--- src/rtl/player_ctrl.sv ---
// Player position/animation controller: samples direction keys during stage
// states, moves on a divided tick with clamping, and steps a 4-phase walk cycle.
module player_ctrl #(
  parameter int MOVE_DIV = 1000000,
  parameter int ANIM_DIV = 10000000,
  parameter int STEP     = 1,
  parameter int START_X  = 10,
  parameter int START_Y  = 10,
  parameter int X_MAX    = 310,
  parameter int Y_MAX    = 230
) (
  input  logic       clk,
  input  logic       rst_n,
  input  logic [3:0] state,
  input  logic       key_up,
  input  logic       key_down,
  input  logic       key_left,
  input  logic       key_right,
  output logic [8:0] player_x,
  output logic [8:0] player_y,
  output logic [3:0] player_state,
  output logic       moving
);

  localparam logic [3:0] ST_TITLE  = 4'd0;
  localparam logic [3:0] ST_STAGE1 = 4'd2;
  localparam logic [3:0] ST_STAGE2 = 4'd4;
  localparam logic [3:0] ST_STAGE3 = 4'd6;

  localparam int MCW = (MOVE_DIV > 1) ? $clog2(MOVE_DIV) : 1;
  localparam int ACW = (ANIM_DIV > 1) ? $clog2(ANIM_DIV) : 1;
  localparam logic [MCW-1:0] MOVE_LAST = MCW'(MOVE_DIV - 1);
  localparam logic [ACW-1:0] ANIM_LAST = ACW'(ANIM_DIV - 1);

  localparam logic [9:0] STEP10  = 10'(STEP);
  localparam logic [9:0] XMAX10  = 10'(X_MAX);
  localparam logic [9:0] YMAX10  = 10'(Y_MAX);
  localparam logic [8:0] SPAWN_X = 9'(START_X);
  localparam logic [8:0] SPAWN_Y = 9'(START_Y);

  typedef enum logic [1:0] {
    DIR_DOWN  = 2'd0,
    DIR_UP    = 2'd1,
    DIR_LEFT  = 2'd2,
    DIR_RIGHT = 2'd3
  } dir_t;

  logic [8:0]     x_reg, x_next;
  logic [8:0]     y_reg, y_next;
  dir_t           dir_reg, dir_next;
  logic [1:0]     phase_reg, phase_next;
  logic           moving_reg, moving_next;
  logic [MCW-1:0] move_cnt_reg, move_cnt_next;
  logic [ACW-1:0] anim_cnt_reg, anim_cnt_next;
  logic [3:0]     prev_state_reg;

  logic       in_stage;
  logic       respawn;
  logic       move_tick;
  logic       anim_tick;
  logic       key_valid;
  dir_t       key_dir;
  logic [9:0] x_ext;
  logic [9:0] y_ext;

  assign in_stage  = (state == ST_STAGE1) || (state == ST_STAGE2) || (state == ST_STAGE3);
  assign respawn   = in_stage && (state != prev_state_reg);
  assign move_tick = in_stage && (move_cnt_reg == MOVE_LAST);
  assign anim_tick = in_stage && (anim_cnt_reg == ANIM_LAST);
  assign key_valid = key_up || key_down || key_left || key_right;
  assign x_ext     = {1'b0, x_reg};
  assign y_ext     = {1'b0, y_reg};

  // Fixed priority up > down > left > right when several keys are held.
  always_comb begin
    key_dir = DIR_RIGHT;
    if (key_up)        key_dir = DIR_UP;
    else if (key_down) key_dir = DIR_DOWN;
    else if (key_left) key_dir = DIR_LEFT;
  end

  always_comb begin
    x_next        = x_reg;
    y_next        = y_reg;
    dir_next      = dir_reg;
    phase_next    = phase_reg;
    moving_next   = in_stage && key_valid;
    move_cnt_next = (move_cnt_reg == MOVE_LAST) ? '0 : move_cnt_reg + 1'b1;
    anim_cnt_next = (anim_cnt_reg == ANIM_LAST) ? '0 : anim_cnt_reg + 1'b1;

    if (!in_stage || respawn) begin
      move_cnt_next = '0;
      anim_cnt_next = '0;
    end

    if (respawn) begin
      x_next     = SPAWN_X;
      y_next     = SPAWN_Y;
      dir_next   = DIR_DOWN;
      phase_next = 2'd0;
    end else if (in_stage) begin
      if (move_tick && key_valid) begin
        dir_next = key_dir;
        // Saturating steps in 10 bits so neither direction can wrap.
        unique case (key_dir)
          DIR_UP:    y_next = (y_ext < STEP10) ? 9'd0 : 9'(y_ext - STEP10);
          DIR_DOWN:  y_next = (y_ext + STEP10 > YMAX10) ? 9'(YMAX10) : 9'(y_ext + STEP10);
          DIR_LEFT:  x_next = (x_ext < STEP10) ? 9'd0 : 9'(x_ext - STEP10);
          DIR_RIGHT: x_next = (x_ext + STEP10 > XMAX10) ? 9'(XMAX10) : 9'(x_ext + STEP10);
        endcase
      end
      if (anim_tick) begin
        phase_next = moving_reg ? phase_reg + 2'd1 : 2'd0;
      end
    end
  end

  always_ff @(posedge clk or negedge rst_n) begin
    if (!rst_n) begin
      x_reg          <= SPAWN_X;
      y_reg          <= SPAWN_Y;
      dir_reg        <= DIR_DOWN;
      phase_reg      <= 2'd0;
      moving_reg     <= 1'b0;
      move_cnt_reg   <= '0;
      anim_cnt_reg   <= '0;
      prev_state_reg <= ST_TITLE;
    end else begin
      x_reg          <= x_next;
      y_reg          <= y_next;
      dir_reg        <= dir_next;
      phase_reg      <= phase_next;
      moving_reg     <= moving_next;
      move_cnt_reg   <= move_cnt_next;
      anim_cnt_reg   <= anim_cnt_next;
      prev_state_reg <= state;
    end
  end

  assign player_x     = x_reg;
  assign player_y     = y_reg;
  assign player_state = {dir_reg, phase_reg};
  assign moving       = moving_reg;

endmodule
--- config.mk ---
export PLATFORM = sky130hd
export DESIGN_NAME = player_ctrl
export DESIGN_NICKNAME = d
export VERILOG_FILES = /design/src/rtl/player_ctrl.sv
export SDC_FILE = /design/constraint.sdc
export NUM_CORES = 1
export LEC_CHECK = 0
export ABC_AREA = 1
export CAP_MARGIN = 40
export CORE_MARGIN = 2
export CORE_UTILIZATION = 40
export CTS_BUF_LIST = sky130_fd_sc_hd__clkbuf_8
export DETAILED_ROUTE_END_ITERATION = 10
export GPL_TIMING_DRIVEN = 0
export HOLD_SLACK_MARGIN = 0.02
export PLACE_DENSITY = 0.58
export REMOVE_ABC_BUFFERS = 1
export SYNTH_ARGS = -nofsm -noshare
export SYNTH_HDL_FRONTEND = slang
export SYNTH_SLANG_ARGS = --single-unit
--- constraint.sdc ---
create_clock -name clk -period 2.4 [get_ports clk]
set_input_delay 0.6 -clock clk [delete_from_list [all_inputs] [get_ports clk]]
set_output_delay 0.6 -clock clk [all_outputs]
set_load 0.02 [all_outputs]
==> results_dict.tcl <==
set metrics [dict create \
    io_pins 33 \
    final_cells 841 \
    syn_to_final_growth_pct 16.8 \
    postPlaceCellArea_mm2 0.00503 \
    crit_buf_inv 1 \
    slowest_stage "clkdlybuf4s50_1" \
    end_kind "output pin" \
    synth_area_mm2 0.00453 \
    rsz0062_at_grt "false" \
    worst_slew_pin_slew_ps 603 \
    finalWirelength_um 10500 \
    max_cap_violations 0 \
    critPathMaxFanout 7 \
    max_stage_delay_ps 630 \
    grt_use_total 0.194 \
    setup_viol 0 \
    synthFlopType "dfrtp_1" \
    async_reset_ff_frac 1.00 \
    required_ps 1800 \
    antenna_cells 0 \
    cts.sinks 71 \
    dpl.cell_count 825 \
    die_x_um 110 \
    dieArea_mm2 0.0122 \
    nFillCells 1146 \
    avgSynthCellArea_um2 6.91 \
    ys_ff_latch 71 \
    io_buffers 32 \
    leakagePower_nw 2.34 \
    fmax_ghz 0.453 \
    rows 38 \
    htreeDepth 3 \
    hp-class "in -> async" \
    syn_inst 655 \
    startpoint_type "register" \
    cp.depth 1 \
    yosysSeqAreaShare 0.394 \
    grt_pass1_wl_um 18600 \
    initial_core_util 0.414 \
    powerDensity_mw_per_mm2 489 \
    fin_area_mm2 0.00529 \
    vias 4227 \
    holdWs_ps 113 \
    largest_reg_flops 24 \
    drive_above_1_share 0.0713 \
    synth_most_common_cell "nand2_1" \
    ir_worst_vdd_mv 0.338 \
    worstReg2RegStart "player_x[1]$_DFFE_PN1P_" \
    crit_family "buffers and inverters" \
    run_status "finished clean" \
    drt_iter0_markers 300 \
    cts.path.max_buffers 2 \
    fp.coreArea_mm2 0.0109 \
    drc 0 \
    place_congestion 0.891 \
    startpoint "player_y[3]$_DFFE_PN1P_" \
    hpwlAfterDp_um 7930 \
    root_buffer "clkbuf_8" \
    insertion_delay_ps 350 \
    criticalPathCategory "reg -> out" \
    synth_largest_area_cell "dfrtp_1" \
    antenna_found_initial 0 \
    yosysWarnings 0 \
    cp_data_arrival_time_ps 1610 \
    fin_nets 714 \
    synth_top_area_share 0.370 \
    avgRoutedWirePerCell_um 12.5 \
    cts_buffers 9 \
    worstPathCellList "clkdlybuf4s50_1" \
    skew_ps 7.80 \
    cts_tree "yes" \
    yosysUniqueCellTypes 39 \
    slew_headroom 0.594 \
    synth_edf_count 0 \
    cts.clk_slew.worst_paths_ps 70 \
    antenna_left 0 \
    grt_overflow 0 \
    grt_pass1_vias 4038 \
    period_minus_slack_ps 2210 \
    yosys-top-cells-count "nand2_1 (153), nor2_1 (133), inv_1 (85)" \
    period_share 0.919 \
    post_cts_buffers 0 \
    timing.final.hold_violations 0 \
    maxSlewViolCount 0 \
    dieHeight_um 110 \
    reg2reg_depth 11 \
    grt_max_degree 56 \
    vias_per_cell 5.03 \
    yosys-top-cells-area "dfrtp_1 (37%), nand2_1 (13%), nor2_1 (11%)" \
    drtPass1Iterations 5 \
]
[layout by cell type (no fill, tap or decap), types with 2 or more instances in the layout]
master	instances
nor2_1	131
nor2_4	2
inv_2	2
nand2_2	8
nor3_1	16
nor3_4	2
inv_1	85
nor2_2	6
clkbuf_8	11
bufinv_16	2
nand3b_1	2
dfstp_2	4
nand4_1	18
clkdlybuf4s50_1	31
nand2_1	151
xor2_1	10
a21oi_1	23
dfrtp_1	67
nand3_1	48
o211a_1	2
a31oi_1	3
xnor2_1	5
o21ai_0	33
ha_1	8
clkinv_4	2
nor3b_1	4
nor4_1	7
clkinv_1	2
nand3_2	2
[repair_timing]
item	CTS	global route
hold endpoints to repair	0	0
setup endpoints to repair	11	24
gates cloned	0	0
gates resized for setup	1	6
hold buffers	0	0
pin swaps	0	0
[worst paths after layout]
| path | to | slack, ps |
|---|---|---|
| min | prev_state_reg[0]$_DFF_PN0_ | 110 |
| min reg2reg | move_cnt_reg[0]$_DFF_PN0_ | 460 |
| max in group asynchronous | player_y[1]$_DFFE_PN1P_ | 1690 |
| max reg2reg | player_x[0]$_DFFE_PN0P_ | 340 |
| min in group clk | move_cnt_reg[0]$_DFF_PN0_ | 460 |
| max | player_y[3] | 190 |
[power breakdown]
part	internal [W]	switching, W	total (W)
registers	0.00121	0.0000281	0.00124
logic	0.0000929	0.000155	0.000248
clock network	0.000642	0.000457	0.00110
total	0.00195	0.000640	0.00259
[kinds of logic (layout without fill, tap and decap cells)]
family	after synthesis	in the layout	synth area share
AO/OA/AOI/OAI	68	68	0.0829
XOR/XNOR	15	15	0.0290
adder cells (fa/ha/maj)	8	8	0.0221
buffers and inverters	91	137	0.0763
flip-flops	71	71	0.394
AND/OR/NAND/NOR	402	402	0.396
[through the flow]
step	utilization	worst slack, ps	total power (W)	TNS, ps
4_1_cts	0.482	-21.5	0.00262	-40.3
5_1_grt	0.484	7.03	0.00272	0
3_5_place_dp	0.460	-545	0.00151	-12800
3_3_place_gp	0.458	-1780	0.00150	-134320
2_1_floorplan	-	533	0.00140	0
6_report	0.484	194	0.00259	0
[per-layer routing]
| metal | part of all wire | vias to the layer above | global-route usage |
|---|---|---|---|
| li1 | - | 2192 | - |
| met1 | 0.50 | 1943 | 0.271 |
| met2 | 0.45 | 78 | 0.305 |
| met3 | 0.034 | 14 | 0.0306 |
| met4 | 0.013 | 0 | 0.0670 |
| met5 | 0 | - | 0 |
[cell type report]
cell class / instances / area (um2) / area share
Inverter: 88 / 330 / 0.0625
Tap cell: 140 / 175 / 0.0331
Multi-Input combinational cell: 493 / 2420 / 0.458
Clock buffer: 11 / 151 / 0.0286
Sequential cell: 71 / 1780 / 0.337
Clock inverter: 5 / 81.3 / 0.0154
Timing Repair Buffer: 33 / 345 / 0.0653
Power figures use the tool's default switching activity.
